[src/rtl/div_unit.sv]
// ---------------------------------------------------------------------------
// div_unit
//   Iterative radix-2 restoring divider for MIPS DIV/DIVU in the execute
//   stage. One quotient bit is produced per cycle, so a divide holds the
//   pipeline for WIDTH+1 cycles, after which a one-cycle DONE state presents
//   {HI, LO} = {remainder, quotient}. An exception flush from the memory
//   stage abandons an in-flight divide without touching the last result.
//
// Ports:
//   clk              clock, all state updates on the rising edge
//   rst              synchronous active-high reset
//   div_startE       E-stage holds a valid DIV/DIVU
//   div_signedE      1 = DIV (two's complement), 0 = DIVU
//   srcaE            dividend (rs after forwarding)
//   srcbE            divisor  (rt after forwarding)
//   flush_exceptionM exception flush, cancels an in-flight divide
//   div_stallE       hold request to the hazard unit (combinational)
//   div_readyE       one-cycle pulse, result valid this cycle
//   div_resultE      {remainder, quotient} for the HI/LO write
// ---------------------------------------------------------------------------
module div_unit #(
  parameter int unsigned WIDTH = 32
) (
  input  logic               clk,
  input  logic               rst,
  input  logic               div_startE,
  input  logic               div_signedE,
  input  logic [WIDTH-1:0]   srcaE,
  input  logic [WIDTH-1:0]   srcbE,
  input  logic               flush_exceptionM,
  output logic               div_stallE,
  output logic               div_readyE,
  output logic [2*WIDTH-1:0] div_resultE
);

  localparam int unsigned CW = $clog2(WIDTH + 1);

  typedef enum logic [1:0] {
    IDLE,
    BUSY,
    DONE
  } stateT;

  stateT            state;
  logic [CW-1:0]    count;

  // Datapath registers: quoReg starts out holding the dividend magnitude and
  // is shifted left into remReg one bit per step while quotient bits fill in
  // from the bottom.
  logic [WIDTH-1:0] remReg;
  logic [WIDTH-1:0] quoReg;
  logic [WIDTH-1:0] divisorReg;
  logic             quoSign;
  logic             remSign;

  logic [WIDTH-1:0] absA;
  logic [WIDTH-1:0] absB;
  logic             divByZero;
  logic [WIDTH:0]   remShifted;
  logic [WIDTH:0]   trial;
  logic [WIDTH-1:0] nextRem;
  logic [WIDTH-1:0] nextQuo;
  logic [WIDTH-1:0] fixRem;
  logic [WIDTH-1:0] fixQuo;
  logic             startOk;

  // Operand magnitudes. Negating the most negative value wraps back to
  // itself, which read as unsigned is exactly 2^(WIDTH-1).
  always_comb begin
    absA      = (div_signedE && srcaE[WIDTH-1]) ? -srcaE : srcaE;
    absB      = (div_signedE && srcbE[WIDTH-1]) ? -srcbE : srcbE;
    divByZero = (srcbE == '0);
    startOk   = div_startE && !flush_exceptionM;
  end

  // One restoring step. The shifted remainder is always below 2*divisor, so
  // WIDTH+1 bits hold it and bit WIDTH of the difference is the borrow.
  always_comb begin
    remShifted = {remReg, quoReg[WIDTH-1]};
    trial      = remShifted - {1'b0, divisorReg};
    nextRem    = trial[WIDTH] ? remShifted[WIDTH-1:0] : trial[WIDTH-1:0];
    nextQuo    = {quoReg[WIDTH-2:0], ~trial[WIDTH]};
    fixQuo     = quoSign ? -nextQuo : nextQuo;
    fixRem     = remSign ? -nextRem : nextRem;
  end

  always_comb begin
    div_stallE = 1'b0;
    case (state)
      IDLE:    div_stallE = startOk;
      BUSY:    div_stallE = !flush_exceptionM;
      default: div_stallE = 1'b0;
    endcase
  end

  always_ff @(posedge clk) begin
    if (rst) begin
      state       <= IDLE;
      count       <= '0;
      div_readyE  <= 1'b0;
      div_resultE <= '0;
      remReg      <= '0;
      quoReg      <= '0;
      divisorReg  <= '0;
      quoSign     <= 1'b0;
      remSign     <= 1'b0;
    end else begin
      div_readyE <= 1'b0;
      case (state)
        IDLE: begin
          count <= '0;
          if (startOk) begin
            state      <= BUSY;
            remReg     <= '0;
            quoReg     <= absA;
            divisorReg <= absB;
            // A zero divisor leaves the quotient all ones and the remainder
            // equal to |dividend|; suppressing only the quotient fix-up and
            // keeping the remainder fix-up restores the original dividend.
            quoSign    <= div_signedE && (srcaE[WIDTH-1] ^ srcbE[WIDTH-1])
                          && !divByZero;
            remSign    <= div_signedE && srcaE[WIDTH-1];
          end
        end
        BUSY: begin
          if (flush_exceptionM) begin
            state <= IDLE;
            count <= '0;
          end else begin
            remReg <= nextRem;
            quoReg <= nextQuo;
            count  <= count + CW'(1);
            if (count == CW'(WIDTH - 1)) begin
              state       <= DONE;
              div_readyE  <= 1'b1;
              div_resultE <= {fixRem, fixQuo};
            end
          end
        end
        DONE: begin
          state <= IDLE;
          count <= '0;
        end
        default: begin
          state <= IDLE;
          count <= '0;
        end
      endcase
    end
  end

endmodule

[config.mk]
export PLATFORM = sky130hd
export DESIGN_NAME = div_unit
export DESIGN_NICKNAME = d
export VERILOG_FILES = /design/src/rtl/div_unit.sv
export SDC_FILE = /design/constraint.sdc
export NUM_CORES = 1
export LEC_CHECK = 0
export BUFFER_PORTS_ARGS = -buffer_cell sky130_fd_sc_hd__buf_2
export CELL_PAD_IN_SITES_DETAIL_PLACEMENT = 0
export CELL_PAD_IN_SITES_GLOBAL_PLACEMENT = 1
export CORE_MARGIN = 2
export CORE_UTILIZATION = 30
export CTS_BUF_LIST = sky130_fd_sc_hd__clkbuf_16
export CTS_CLUSTER_SIZE = 40
export DETAILED_ROUTE_END_ITERATION = 16
export GPL_ROUTABILITY_DRIVEN = 0
export MAX_ROUTING_LAYER = met4
export PLACE_DENSITY_LB_ADDON = 0.08
export SLEW_MARGIN = 20
export SYNTH_ARGS = -nofsm -noshare
export SYNTH_HDL_FRONTEND = slang
export SYNTH_SLANG_ARGS = --single-unit
[constraint.sdc]
create_clock -name clk -period 5.79 [get_ports clk]
set_input_delay 0.2895 -clock clk [delete_from_list [all_inputs] [get_ports clk]]
set_output_delay 0.2895 -clock clk [all_outputs]
set_load 0.02 [all_outputs]
==> Implementation_results.wiki, run 1 <==
{| class="wikitable"
! Metric !! Value
|-
| Clock network fraction of design power || 38.5%
|-
| Vias in the first global route || ~11k
|-
| GRT Util Overall || roughly a fifth
|-
| Cell internal pwr || between 2 and 2.5 mW
|-
| Clock-pin slew on the worst setup and hold paths || ~0.08 ns
|-
| Portion of the post-synthesis area used by sequential elements || about 29%
|-
| Worst slew pin tran || 0.931 ns
|-
| Maximum resistive drop on vdd || between 0.15 and 0.2 mV
|-
| Post-synth EDFFs || 0
|-
| Max-cap check violation count || 0
|-
| Antenna violations before repair || 0
|-
| Total Routed Length || about 40,000 um
|-
| Worst hold-check path type || in -> reg
|-
| Drt wl/cell || roughly 19 um
|-
| Total congestion overflow || 0
|-
| Switching power total || between 1 and 1.5 mW
|-
| Source-to-sink clock delay at the later pin of the worst-skew pair || 0.47 ns
|-
| Time the final worst path needs with I/O delays and setup || 4.92 ns
|-
| Total half-perimeter wirelength after legalization and detailed placement || between 30,000 and 40,000 um
|-
| Drt via density || ~5.2
|-
| Area Growth Syn to Fin || 14.0%
|-
| Remaining design rule violation count || 0
|-
| Initial cell density of the core || between 30% and 40%
|-
| Synthesized netlist net count || about 1.6k
|-
| Ant. Diodes || 0
|-
| Routed vias || roughly 11k
|-
| Combinational group share of total power || a little over a fifth
|-
| Most used standard cell by instance count after synthesis || sky130_fd_sc_hd__nor2_1
|-
| Warning count from the yosys run || 0
|-
| Buffers inserted during post-CTS setup optimization || 0
|-
| Count of clock tree sinks || between 150 and 200
|-
| Critical path class || reg -> reg
|-
| Status || finished clean
|-
| Initial DRT Pass Iterations || 5
|-
| Pin count of the biggest net entering global routing || just under 80
|-
| Relative slew margins || between 30% and 40%
|-
| Total Neg Setup Slack || 0 ns
|-
| Hold violation count in the final report || 0
|-
| Final-report max-slew violation count || 0
|-
| Top post-synthesis cells by area || sky130_fd_sc_hd__dfxtp_1 29%, sky130_fd_sc_hd__nor2_1 6.6%, sky130_fd_sc_hd__a211oi_1 5.8%
|-
| CTS buffer count || 17
|-
| Synth area leader || sky130_fd_sc_hd__dfxtp_1
|-
| Yosys reg bits || ~170
|-
| Number of distinct library cell variants in the gate-level netlist after synthesis || between 80 and 90
|-
| Area of the core || 38,500 um^2
|-
| Max frequency || 0.203 GHz
|-
| Total placed instance area || between 10,000 and 15,000 um^2
|-
| Max Root-Sink Buffers || 2
|-
| Switching part of the total || roughly a third
|-
| 1st-iter DRT viols || approximately 670
|-
| Data required time of the critical path || ~6.1 ns
|-
| Data arrival time at the worst-slack endpoint || about 5.3 ns
|-
| Leading cell types by count after synthesis || 203 x sky130_fd_sc_hd__nor2_1, 171 x sky130_fd_sc_hd__dfxtp_1, 156 x sky130_fd_sc_hd__nand2_1, 131 x sky130_fd_sc_hd__a21oi_1, 97 x sky130_fd_sc_hd__o21ai_0
|-
| Number of instances in the synthesized netlist || around 1.5k
|-
| Clk root buf || sky130_fd_sc_hd__clkbuf_16
|-
| Area of the die || a little over 40,000 um^2
|-
| Hold-fix buffers at CTS || 0
|-
| Final cycle utilization of the critical path || approximately 85%
|-
| Power per standard cell area || about 230 nW/um^2
|-
| Count of input and output buffers || between 100 and 150
|-
| Number of antenna-violating nets in the routed design || 0
|-
| Post-route clock skew || ~0.023 ns
|-
| Yosys top cell area share || 29.5%
|-
| Post-synth top flop || sky130_fd_sc_hd__dfxtp_1
|-
| Die width || around 200 um
|-
| Setup repair after global routing missed its margin || false
|-
| Count of final setup violators || 0
|-
| Post-Layout Inst Area || between 10,000 and 15,000 um^2
|-
| Pleak || roughly 5.1 nW
|-
| Gates resized, CTS repair || 0
|-
| Setup crit start kind || flop
|-
| Clock tree from TritonCTS || built
|-
| Post-synthesis cell area || approximately 12,000 um^2
|-
| Die Y || 201 um
|-
| Share of async-settable or async-resettable flops after synthesis || 0%
|-
| H-tree depth || 4
|-
| Critical path capture point type || flop
|-
| Mapped Avg Cell Area || between 7 and 8 um^2
|-
| Global-route wire length before repair || 62,300 um
|-
| Cell Rows || 72
|-
| Number of nets in the final layout || about 1.7k
|-
| Largest fanout on the critical path || 9
|-
| I/O pin count || ~140
|-
| Power share of the sequential group || about 41%
|-
| Layout cells sized above 1 || around 14%
|}
registers in the layout, summed over array words and instances, names as in the netlist:
name / count
remSign: 1
div_resultE: 64
quoSign: 1
count: 6
state: 2
div_readyE: 1
divisorReg: 32
quoReg: 32
remReg: 32
per-layer routing:
layer | GRT usage [%] | vias up | wire length (um)
met5 | - | - | 0
met4 | 5.05 | 0 | 652
met3 | 2.82 | 30 | 1090
met2 | 30.4 | 179 | 17400
met1 | 29.0 | 5238 | 21000
li1 | - | 5683 | -
kinds of logic (layout without fill, tap and decap cells):
kind of cell / Yosys count / count (layout) / synth area share (%)
compound gates: 469 / 469 / 26.4
fa+ha+maj: 38 / 38 / 4.16
buf+inv: 150 / 236 / 5.41
simple gates: 540 / 540 / 21.6
flops: 171 / 171 / 29.5
xor+xnor: 129 / 129 / 9.73
mux: 36 / 36 / 3.19
final cells by class:
type | instances | area [um^2]
clock inverter | 15 | 169
clock buffer | 17 | 425
sequential | 171 | 3420
fill | 4218 | 25200
tap | 518 | 648
inverter | 58 | 220
timing repair buffer | 146 | 763
multi-input combinational | 1212 | 7590
stage by stage:
| stage | util, % | total power [mW] | hold slack [ns] | std cells | setup WS (ns) |
|---|---|---|---|---|---|
| 2_1_floorplan | - | 1.71 | 0.413 | 1533 | 1.14 |
| 3_3_place_gp | 32.9 | 1.91 | 0.427 | 2105 | 0.975 |
| 3_5_place_dp | 32.9 | 1.91 | 0.435 | 2105 | 0.907 |
| 4_1_cts | 34.4 | 3.11 | 0.0492 | 2137 | 0.883 |
| 5_1_grt | 34.4 | 3.24 | 0.0779 | 2137 | 0.400 |
| 6_report | 34.4 | 3.07 | 0.0833 | 2137 | 0.873 |
final timing paths:
check             cells after the start  startpoint  slack [ns]         endpoint
hold reg to reg                       1    count[0]        0.45         count[0]
hold / removal                        3    srcbE[0]        0.08    divisorReg[0]
setup / recovery                     19  quoReg[31]        0.87  div_resultE[56]
setup reg to reg                     19  quoReg[31]        0.87  div_resultE[56]
layout by cell type (no fill, tap or decap), drive strengths merged, types with 8 or more instances in the layout:
cell,n
inv,68
a311oi,14
and2,13
clkbuf,17
o211ai,9
a211oi,95
xnor2,59
nor2,204
o21ai,112
dfxtp,171
mux2i,31
o31ai,19
nor3,29
nor4,20
nand3,19
o21a,10
buf,146
a21oi,134
or3,30
a31oi,10
o41ai,16
xor2,70
nand4,17
ha,37
or4,11
nand2b,8
nand2,156
power by group through the flow:
stage          clock network [mW]  registers (mW)  logic, mW
2_1_floorplan                   0            1.26      0.445
3_3_place_gp                    0            1.27      0.642
3_5_place_dp                    0            1.27      0.640
4_1_cts                      1.22            1.25      0.643
5_1_grt                      1.28            1.25      0.711
6_report                     1.18            1.25      0.639
critical path, cell delays in order (launching register included):
cell and delay [ns]:
sky130_fd_sc_hd__dfxtp_1 0.39, sky130_fd_sc_hd__inv_1 0.08, sky130_fd_sc_hd__ha_1 0.22, sky130_fd_sc_hd__fa_1 0.40, sky130_fd_sc_hd__nand2b_1 0.20, sky130_fd_sc_hd__a211oi_2 0.40
sky130_fd_sc_hd__o21ai_1 0.20, sky130_fd_sc_hd__a311oi_1 0.37, sky130_fd_sc_hd__mux2_4 0.41, sky130_fd_sc_hd__nor2_4 0.13, sky130_fd_sc_hd__inv_4 0.06, sky130_fd_sc_hd__o21ai_0 0.21
sky130_fd_sc_hd__inv_1 0.09, sky130_fd_sc_hd__ha_1 0.25, sky130_fd_sc_hd__and4b_1 0.25, sky130_fd_sc_hd__and4_1 0.22, sky130_fd_sc_hd__o221ai_1 0.33, sky130_fd_sc_hd__o21ai_0 0.19
sky130_fd_sc_hd__o21a_1 0.20, sky130_fd_sc_hd__a32o_1 0.20
Power figures use the tool's default switching activity.
==> run 2: changes to the inputs <==
--- a/config.mk
+++ b/config.mk
@@ -5,6 +5,7 @@
 export SDC_FILE = /design/constraint.sdc
 export NUM_CORES = 1
 export LEC_CHECK = 0
+export ABC_AREA = 1
 export BUFFER_PORTS_ARGS = -buffer_cell sky130_fd_sc_hd__buf_2
 export CELL_PAD_IN_SITES_DETAIL_PLACEMENT = 0
 export CELL_PAD_IN_SITES_GLOBAL_PLACEMENT = 1
==> constraint.sdc (replaced) <==
create_clock -name clk -period 4.4 [get_ports clk]
set_input_delay 0.22 -clock clk [delete_from_list [all_inputs] [get_ports clk]]
set_output_delay 0.22 -clock clk [all_outputs]
set_load 0.02 [all_outputs]
==> run 2 against run 1 <==
Compared with the run above:
- total power up 37%
- non-clock buffer count up 4
- die area up 9.8%
- combinational power up 66%
- flip-flop and latch count unchanged
- largest power group unchanged
- highest routed layer unchanged
==> Implementation_results.wiki, run 2 <==
{| class="wikitable"
! Metric !! Value
|-
| Post-synth top flop || sky130_fd_sc_hd__dfxtp_1
|-
| Synth area leader || sky130_fd_sc_hd__dfxtp_1
|-
| Synthesized netlist net count || 2,284 (+39%)
|-
| Relative slew margins || 23.4% (-15 points)
|-
| Power per standard cell area || 289 nW/um^2 (+25%)
|-
| Cell with the most instances on the worst path || sky130_fd_sc_hd__nand2_1
|-
| Clock-pin slew on the worst setup and hold paths || 0.08 ns (about the same)
|-
| Yosys reg bits || 171 (unchanged)
|-
| Library cell contributing the largest single delay on the critical path || sky130_fd_sc_hd__buf_4
|-
| Critical path class || reg -> reg
|-
| Remaining design rule violation count || 0 (unchanged)
|-
| CTS buffer count || 17 (unchanged)
|-
| Portion of the post-synthesis area used by sequential elements || 26.8% (-2.7 points)
|-
| H-tree depth || 4 (unchanged)
|-
| Warning count from the yosys run || 0 (unchanged)
|-
| Source-to-sink clock delay at the later pin of the worst-skew pair || 0.47 ns (about the same)
|-
| Post-route clock skew || 0.0125 ns (-0.0103 ns)
|-
| Largest stage delay on the critical path || 0.43 ns (+0.02 ns)
|-
| Share of async-settable or async-resettable flops after synthesis || 0% (unchanged)
|-
| Total half-perimeter wirelength after legalization and detailed placement || 38,100 um (+23%)
|-
| Max Root-Sink Buffers || 2 (unchanged)
|-
| Status || finished clean
|-
| Post-synth EDFFs || 0 (unchanged)
|-
| Layout cells sized above 1 || 10.5% (-3.2 points)
|-
| Yosys top cell area share || 26.8% (-2.7 points)
|-
| Largest register by flop count || div_resultE
|-
| Pleak || 7.74 nW (+52%)
|-
| I/O pin count || 135 (unchanged)
|-
| GRT Util Overall || 23.0% (+2.6 points)
|-
| Clock tree from TritonCTS || built
|-
| Flip-flop count of the largest register after layout || 64 (unchanged)
|-
| Antenna violations before repair || 0 (unchanged)
|-
| Largest fanout on the critical path || 39 (+30)
|-
| Number of distinct library cell variants in the gate-level netlist after synthesis || 51 (-39%)
|-
| Setup repair after global routing missed its margin || true
|-
| Max frequency || 0.247 GHz (+21%)
|-
| Data arrival time at the worst-slack endpoint || 4.41 ns (-0.85 ns)
|-
| Number of nets in the final layout || 2,376 (+39%)
|-
| Maximum resistive drop on vdd || 0.256 mV (+31%)
|-
| Drt wl/cell || 17.2 um (-8.1%)
|-
| Cell Rows || 75 (+4.2%)
|-
| Setup crit start kind || flop
|-
| Total Neg Setup Slack || 0 ns (unchanged)
|-
| Time the final worst path needs with I/O delays and setup || 4.05 ns (-0.866 ns)
|-
| Count of input and output buffers || 134 (unchanged)
|-
| Mapped Avg Cell Area || 5.87 um^2 (-23%)
|-
| Max-cap check violation count || 0 (unchanged)
|-
| Area of the die || 44,300 um^2 (+9.8%)
|-
| Worst hold-check path type || in -> reg
|-
| Area Growth Syn to Fin || 13.3%
|-
| Die width || 210 um (+4.8%)
|-
| Data required time of the critical path || 4.76 ns (-1.38 ns)
|-
| Pin count of the biggest net entering global routing || 114 (+44%)
|-
| Worst slew pin tran || 1.15 ns (+0.215 ns)
|-
| Initial cell density of the core || 30.5% (+0.27 points)
|-
| Drt via density || 4.81 (-7.6%)
|-
| Routed vias || 13.6k (+22%)
|-
| Total congestion overflow || 0 (unchanged)
|-
| Post-synthesis cell area || 12,800 um^2 (+10%)
|-
| Post-route non-filler standard cell count || 2,821 (+32%)
|-
| Initial DRT Pass Iterations || 5 (unchanged)
|-
| Area of the core || 41,900 um^2 (+9.0%)
|-
| Commonest non-fill, non-tap cell in the layout || sky130_fd_sc_hd__nand2_1
|-
| Count of final setup violators || 0 (unchanged)
|-
| Number of antenna-violating nets in the routed design || 0 (unchanged)
|-
| Hold violation count in the final report || 0 (unchanged)
|-
| Number of instances in the synthesized netlist || 2,177 (+42%)
|-
| Global-route wire length before repair || 75,700 um (+21%)
|-
| Buf/Inv on CP || 4 (+1)
|-
| Die Y || 210 um (+4.8%)
|-
| Final-layout fill cell count || 4,747 (+13%)
|-
| Commonest non-fill, non-tap cells in the layout || 624 x sky130_fd_sc_hd__nand2_1, 331 x sky130_fd_sc_hd__inv_1, 281 x sky130_fd_sc_hd__nor2_1
|-
| DP Cell Count || 2,789 (+32%)
|-
| Total Routed Length || 48,700 um (+21%)
|-
| Most used standard cell by instance count after synthesis || sky130_fd_sc_hd__nand2_1
|-
| Total placed instance area || 13,900 um^2 (+10%)
|-
| Vias in the first global route || 13.0k (+23%)
|-
| Final cycle utilization of the critical path || 92.1% (+7.1 points)
|-
| Top post-synthesis cells by area || sky130_fd_sc_hd__dfxtp_1 27%, sky130_fd_sc_hd__nand2_1 18%, sky130_fd_sc_hd__inv_1 9.8%
|-
| Critical path capture point type || flop
|-
| Buffers inserted during post-CTS setup optimization || 0 (unchanged)
|-
| Ant. Diodes || 0 (unchanged)
|-
| Clk root buf || sky130_fd_sc_hd__clkbuf_16
|-
| 1st-iter DRT viols || 860 (+28%)
|-
| Crit-path leading delay family || simple AND/OR/NAND/NOR gates
|-
| Leading cell types by count after synthesis || 625 x sky130_fd_sc_hd__nand2_1, 333 x sky130_fd_sc_hd__inv_1, 282 x sky130_fd_sc_hd__nor2_1, 171 x sky130_fd_sc_hd__dfxtp_1, 145 x sky130_fd_sc_hd__o21ai_0
|-
| Post-Layout Inst Area || 14,500 um^2 (+9.3%)
|-
| Final-report max-slew violation count || 0 (unchanged)
|-
| Count of clock tree sinks || 171 (unchanged)
|}
==> run 2: cell types whose count changed after synthesis, moves of 18 or more <==
cell | previous run | this run
sky130_fd_sc_hd__a211oi_1 | 90 | 2
sky130_fd_sc_hd__or3_1 | 29 | 1
sky130_fd_sc_hd__mux2i_1 | 31 | 0
sky130_fd_sc_hd__xnor2_1 | 59 | 24
sky130_fd_sc_hd__nand2_1 | 156 | 625
sky130_fd_sc_hd__nand2_2 | 0 | 25
sky130_fd_sc_hd__nor2_1 | 203 | 282
sky130_fd_sc_hd__nand3_1 | 19 | 119
sky130_fd_sc_hd__inv_1 | 57 | 333
sky130_fd_sc_hd__o22ai_1 | 5 | 24
sky130_fd_sc_hd__o21ai_0 | 97 | 145
sky130_fd_sc_hd__o31ai_1 | 19 | 1
sky130_fd_sc_hd__xor2_1 | 70 | 39
==> run 2: final cells by class <==
type / count / area, um^2 / area share (%)
Multi-Input combinational cell: 1592 / 7760 / 53.6
Clock inverter: 15 / 118 / 0.813
Clock buffer: 17 / 425 / 2.94
Sequential cell: 171 / 3420 / 23.7
Inverter: 337 / 1270 / 8.75
Tap cell: 539 / 674 / 4.66
Timing Repair Buffer: 150 / 803 / 5.55
==> run 2: what timing repair did <==
action	in CTS	in global routing
gates resized for setup	0	6
endpoints found under the hold margin	0	0
endpoints found under the setup margin	0	5
hold buffers	0	0
==> run 2: cell families after synthesis <==
| family | after synthesis | share of synthesized area [%] |
|---|---|---|
| DFF | 171 | 26.8 |
| AOI/OAI and AO/OA | 358 | 15.5 |
| buffers and inverters | 414 | 12.7 |
| adders and majority gates | 38 | 3.78 |
| and+or+nand+nor | 1133 | 36.9 |
| xor gates and xnor gates | 63 | 4.32 |
==> run 2: worst paths after layout <==
path                    from               to  slack [ns]  cells past startpoint
setup / recovery  quoReg[31]  div_resultE[54]        0.35                     27
hold / removal      srcbE[0]    divisorReg[0]        0.08                      3
setup reg to reg  quoReg[31]  div_resultE[54]        0.35                     27
hold reg to reg     count[0]         count[0]        0.45                      1
==> run 2: worst reg2reg max path, stage by stage (launching register included) <==
cell and delay, ns:
sky130_fd_sc_hd__dfxtp_1 0.34, sky130_fd_sc_hd__inv_1 0.06, sky130_fd_sc_hd__ha_1 0.23, sky130_fd_sc_hd__fa_1 0.41, sky130_fd_sc_hd__inv_1 0.12, sky130_fd_sc_hd__nand2_1 0.06, sky130_fd_sc_hd__nand2_1 0.07, sky130_fd_sc_hd__nand3_1 0.09
sky130_fd_sc_hd__nand2_2 0.14, sky130_fd_sc_hd__nand2_2 0.08, sky130_fd_sc_hd__nand2_2 0.09, sky130_fd_sc_hd__nand2_4 0.08, sky130_fd_sc_hd__nand2_4 0.08, sky130_fd_sc_hd__nand2_2 0.06, sky130_fd_sc_hd__nand2_2 0.12, sky130_fd_sc_hd__buf_4 0.43
sky130_fd_sc_hd__nand2_1 0.10, sky130_fd_sc_hd__nand2_1 0.21, sky130_fd_sc_hd__ha_1 0.26, sky130_fd_sc_hd__nand3_4 0.12, sky130_fd_sc_hd__nor2_2 0.13, sky130_fd_sc_hd__nand3_1 0.12, sky130_fd_sc_hd__nand2_2 0.16, sky130_fd_sc_hd__nand2_1 0.08
sky130_fd_sc_hd__nand2_1 0.06, sky130_fd_sc_hd__nand3_1 0.12, sky130_fd_sc_hd__nand2_1 0.11, sky130_fd_sc_hd__inv_1 0.04
==> run 2: power breakdown <==
group          switching (mW)  leakage, nW  internal (mW)
clock                   0.743        0.249          0.731
combinational           0.735         6.10          0.324
sequential             0.0565         1.39           1.60
==> run 2: routing by layer <==
| metal | part of all wire, % | global-route usage, % | wire, um | vias up |
|---|---|---|---|---|
| met5 | 0 | - | 0 | - |
| met4 | 1.8 | 5.76 | 856 | 0 |
| met3 | 2.9 | 2.59 | 1410 | 51 |
| met2 | 48 | 38.5 | 23400 | 247 |
| met1 | 47 | 29.6 | 23000 | 6217 |
| li1 | - | - | - | 7065 |
==> run 2: per-stage QoR <==
stage	worst slack (ns)	hold slack, ns	utilization [%]	total power, mW
floorplan	0.635	0.374	-	2.39
global placement	0.334	0.432	33.1	2.75
detailed placement	0.234	0.448	33.1	2.74
CTS	0.198	0.0579	34.4	4.22
global route	-0.0251	0.0887	34.5	4.45
finish	0.349	0.0769	34.5	4.19
==> run 3: changes to the inputs <==
--- a/config.mk
+++ b/config.mk
@@ -6,7 +6,6 @@
 export NUM_CORES = 1
 export LEC_CHECK = 0
 export ABC_AREA = 1
-export BUFFER_PORTS_ARGS = -buffer_cell sky130_fd_sc_hd__buf_2
 export CELL_PAD_IN_SITES_DETAIL_PLACEMENT = 0
 export CELL_PAD_IN_SITES_GLOBAL_PLACEMENT = 1
 export CORE_MARGIN = 2
@@ -14,6 +13,7 @@
 export CTS_BUF_LIST = sky130_fd_sc_hd__clkbuf_16
 export CTS_CLUSTER_SIZE = 40
 export DETAILED_ROUTE_END_ITERATION = 16
+export DONT_BUFFER_PORTS = 1
 export GPL_ROUTABILITY_DRIVEN = 0
 export MAX_ROUTING_LAYER = met4
 export PLACE_DENSITY_LB_ADDON = 0.08
@@ -21,3 +21,4 @@
 export SYNTH_ARGS = -nofsm -noshare
 export SYNTH_HDL_FRONTEND = slang
 export SYNTH_SLANG_ARGS = --single-unit
+export TNS_END_PERCENT = 10
==> constraint.sdc (replaced) <==
create_clock -name clk -period 4.7 [get_ports clk]
set_input_delay 0.235 -clock clk [delete_from_list [all_inputs] [get_ports clk]]
set_output_delay 0.235 -clock clk [all_outputs]
set_load 0.02 [all_outputs]
==> run 3 against run 2 <==
Compared with the run above:
- combinational power shrank 9.5%
- worst hold slack lost 0.043 ns
- fmax shrank 2.0%
- critical path depth grew 2
- clock skew grew 0.0055 ns
- highest routed layer unchanged
==> Implementation_results.wiki, run 3 (synthesized netlist as in run 2, its figures left out) <==
{| class="wikitable"
! Metric !! Value
|-
| Worst hold-check path type || in -> reg
|-
| Final WS setup || 0.568 ns (+0.218 ns)
|-
| Setup crit start kind || flop
|-
| Area of the core || 41,900 um^2 (unchanged)
|-
| Area of the die || 44,300 um^2 (unchanged)
|-
| Relative slew margins || 24.5% (+1.1 points)
|-
| CTS buffer count || 17 (unchanged)
|-
| Final-layout fill cell count || 4,733 (-0.29%)
|-
| Cell Rows || 75 (unchanged)
|-
| Number of nets in the final layout || 2,278 (-4.1%)
|-
| Critical path class || reg -> reg
|-
| Source-to-sink clock delay at the later pin of the worst-skew pair || 0.49 ns (+0.02 ns)
|-
| Ant. Diodes || 0 (unchanged)
|-
| Total Neg Setup Slack || 0 ns (unchanged)
|-
| Total Routed Length || 48,500 um (-0.36%)
|-
| Max-cap check violation count || 0 (unchanged)
|-
| Data arrival time at the worst-slack endpoint || 4.52 ns (+0.11 ns)
|-
| Post-Layout Inst Area || 14,200 um^2 (-1.9%)
|-
| Data required time of the critical path || 5.09 ns (+0.33 ns)
|-
| Clock-pin slew on the worst setup and hold paths || 0.07 ns (about the same)
|-
| Largest fanout on the critical path || 11 (-72%)
|-
| Clk root buf || sky130_fd_sc_hd__clkbuf_16
|-
| Clock tree from TritonCTS || built
|-
| Flip-flop count of the largest register after layout || 64 (unchanged)
|-
| Overall power after layout || 3.95 mW (-5.6%)
|-
| Number of antenna-violating nets in the routed design || 0 (unchanged)
|-
| Worst slew pin tran || 1.13 ns (-0.0164 ns)
|-
| Largest register by flop count || div_resultE
|-
| Time the final worst path needs with I/O delays and setup || 4.13 ns (+0.0816 ns)
|-
| I/O pin count || 135 (unchanged)
|-
| Antenna violations before repair || 0 (unchanged)
|-
| Count of final setup violators || 0 (unchanged)
|-
| GRT Util Overall || 23.0% (+0.038 points)
|-
| Max frequency || 0.242 GHz (-2.0%)
|-
| Layout cells sized above 1 || 4.62% (-5.8 points)
|-
| Routed vias || 13.2k (-2.9%)
|-
| Pleak || 7.28 nW (-5.9%)
|-
| Post-route non-filler standard cell count || 2,723 (-3.5%)
|-
| Drt via density || 4.84 (+0.56%)
|-
| Vias in the first global route || 12.7k (-2.3%)
|-
| Pin count of the biggest net entering global routing || 64 (-44%)
|-
| Die width || 210 um (unchanged)
|-
| Commonest non-fill, non-tap cells in the layout || 624 x sky130_fd_sc_hd__nand2_1, 331 x sky130_fd_sc_hd__inv_1, 281 x sky130_fd_sc_hd__nor2_1
|-
| Post-route clock skew || 0.0180 ns (+0.00552 ns)
|-
| 1st-iter DRT viols || 891 (+3.6%)
|-
| Hold violation count in the final report || 0 (unchanged)
|-
| Count of input and output buffers || 0 (-100%)
|-
| Drt wl/cell || 17.8 um (+3.2%)
|-
| Buffers inserted during post-CTS setup optimization || 0 (unchanged)
|-
| Critical path capture point type || flop
|-
| Initial DRT Pass Iterations || 5 (unchanged)
|-
| Pre-CTS WS || 0.448 ns (+0.215 ns)
|-
| Setup repair after global routing missed its margin || false
|-
| Library cell contributing the largest single delay on the critical path || sky130_fd_sc_hd__fa_1
|-
| Total placed instance area || 13,200 um^2 (-4.9%)
|-
| H-tree depth || 4 (unchanged)
|-
| Commonest non-fill, non-tap cell in the layout || sky130_fd_sc_hd__nand2_1
|-
| Die Y || 210 um (unchanged)
|-
| Final-report max-slew violation count || 0 (unchanged)
|-
| Cell with the most instances on the worst path || sky130_fd_sc_hd__nand2_1
|-
| Status || finished clean
|-
| Count of clock tree sinks || 171 (unchanged)
|-
| Area Growth Syn to Fin || 11.1%
|-
| Max Root-Sink Buffers || 2 (unchanged)
|-
| Initial cell density of the core || 30.5% (unchanged)
|-
| Largest stage delay on the critical path || 0.42 ns (about the same)
|-
| Global-route wire length before repair || 75,100 um (-0.71%)
|-
| DP Cell Count || 2,652 (-4.9%)
|-
| Maximum resistive drop on vdd || 0.245 mV (-4.6%)
|-
| Total congestion overflow || 0 (unchanged)
|-
| Remaining design rule violation count || 0 (unchanged)
|-
| Final cycle utilization of the critical path || 87.9% (-4.1 points)
|-
| Total half-perimeter wirelength after legalization and detailed placement || 37,800 um (-0.76%)
|-
| Power per standard cell area || 278 nW/um^2 (-3.8%)
|}
## run 3: changes by cell type in the layout (fill, tap and decap cells not counted), moves of 2 or more
| cell | before | now |
|---|---|---|
| sky130_fd_sc_hd__buf_2 | 134 | 0 |
| sky130_fd_sc_hd__clkinv_4 | 1 | 3 |
| sky130_fd_sc_hd__clkinvlp_4 | 6 | 1 |
| sky130_fd_sc_hd__dlygate4sd3_1 | 0 | 38 |
| sky130_fd_sc_hd__clkinv_1 | 2 | 4 |
| sky130_fd_sc_hd__buf_4 | 15 | 12 |
## run 3: what timing repair did
action	4_1_cts	5_1_grt
endpoints found under the setup margin	0	2
hold buffers	39	0
hold endpoints to repair	81	0
gates resized for setup	0	1
## run 3: metal layers
layer	vias up	GRT usage [%]	share of wire, %
met2	220	37.7	48
met3	23	4.48	3.9
met5	-	-	0
li1	6901	-	-
met4	0	4.98	1.1
met1	6037	29.5	47
## run 3: through the flow
step | hold WS [ns] | utilization (%)
5_1_grt | 0.0300 | 33.8
4_1_cts | 0.00166 | 33.8
3_5_place_dp | 0.319 | 31.5
3_3_place_gp | 0.315 | 31.5
6_report | 0.0341 | 33.8
2_1_floorplan | 0.389 | -
## run 3: path summary, 6_finish.rpt
| path | cells after the start | from | slack [ns] | to |
|---|---|---|---|---|
| hold reg to reg | 1 | count[0] | 0.45 | count[0] |
| hold / removal | 3 | srcaE[9] | 0.03 | quoReg[9] |
| setup / recovery | 29 | quoReg[31] | 0.57 | div_resultE[28] |
| setup reg to reg | 29 | quoReg[31] | 0.57 | div_resultE[28] |
## run 3: final cells by class
class                           count  area, um^2  share of cell area [%]
Clock buffer                       17         425                    3.00
Clock inverter                     15         140                   0.987
Inverter                          337        1270                    8.92
Multi-Input combinational cell   1592        7750                    54.6
Sequential cell                   171        3420                    24.1
Tap cell                          539         674                    4.75
Timing Repair Buffer               52         518                    3.65
## run 3: report_power, final
part / leakage [nW] / total, mW / switching [mW] / internal [mW]
clock: 0.274 / 1.44 / 0.705 / 0.736
sequential: 1.39 / 1.55 / 0.0555 / 1.50
combinational: 5.62 / 0.959 / 0.656 / 0.304
## run 3: critical path: cells and delay by family (launching register included)
family,cells,cell delay [ns]
DFF,1,0.34
buffers and inverters,4,0.30
adders and majority gates,3,0.83
and+or+nand+nor,19,2.16
AOI/OAI and AO/OA,2,0.25
xor gates and xnor gates,1,0.17
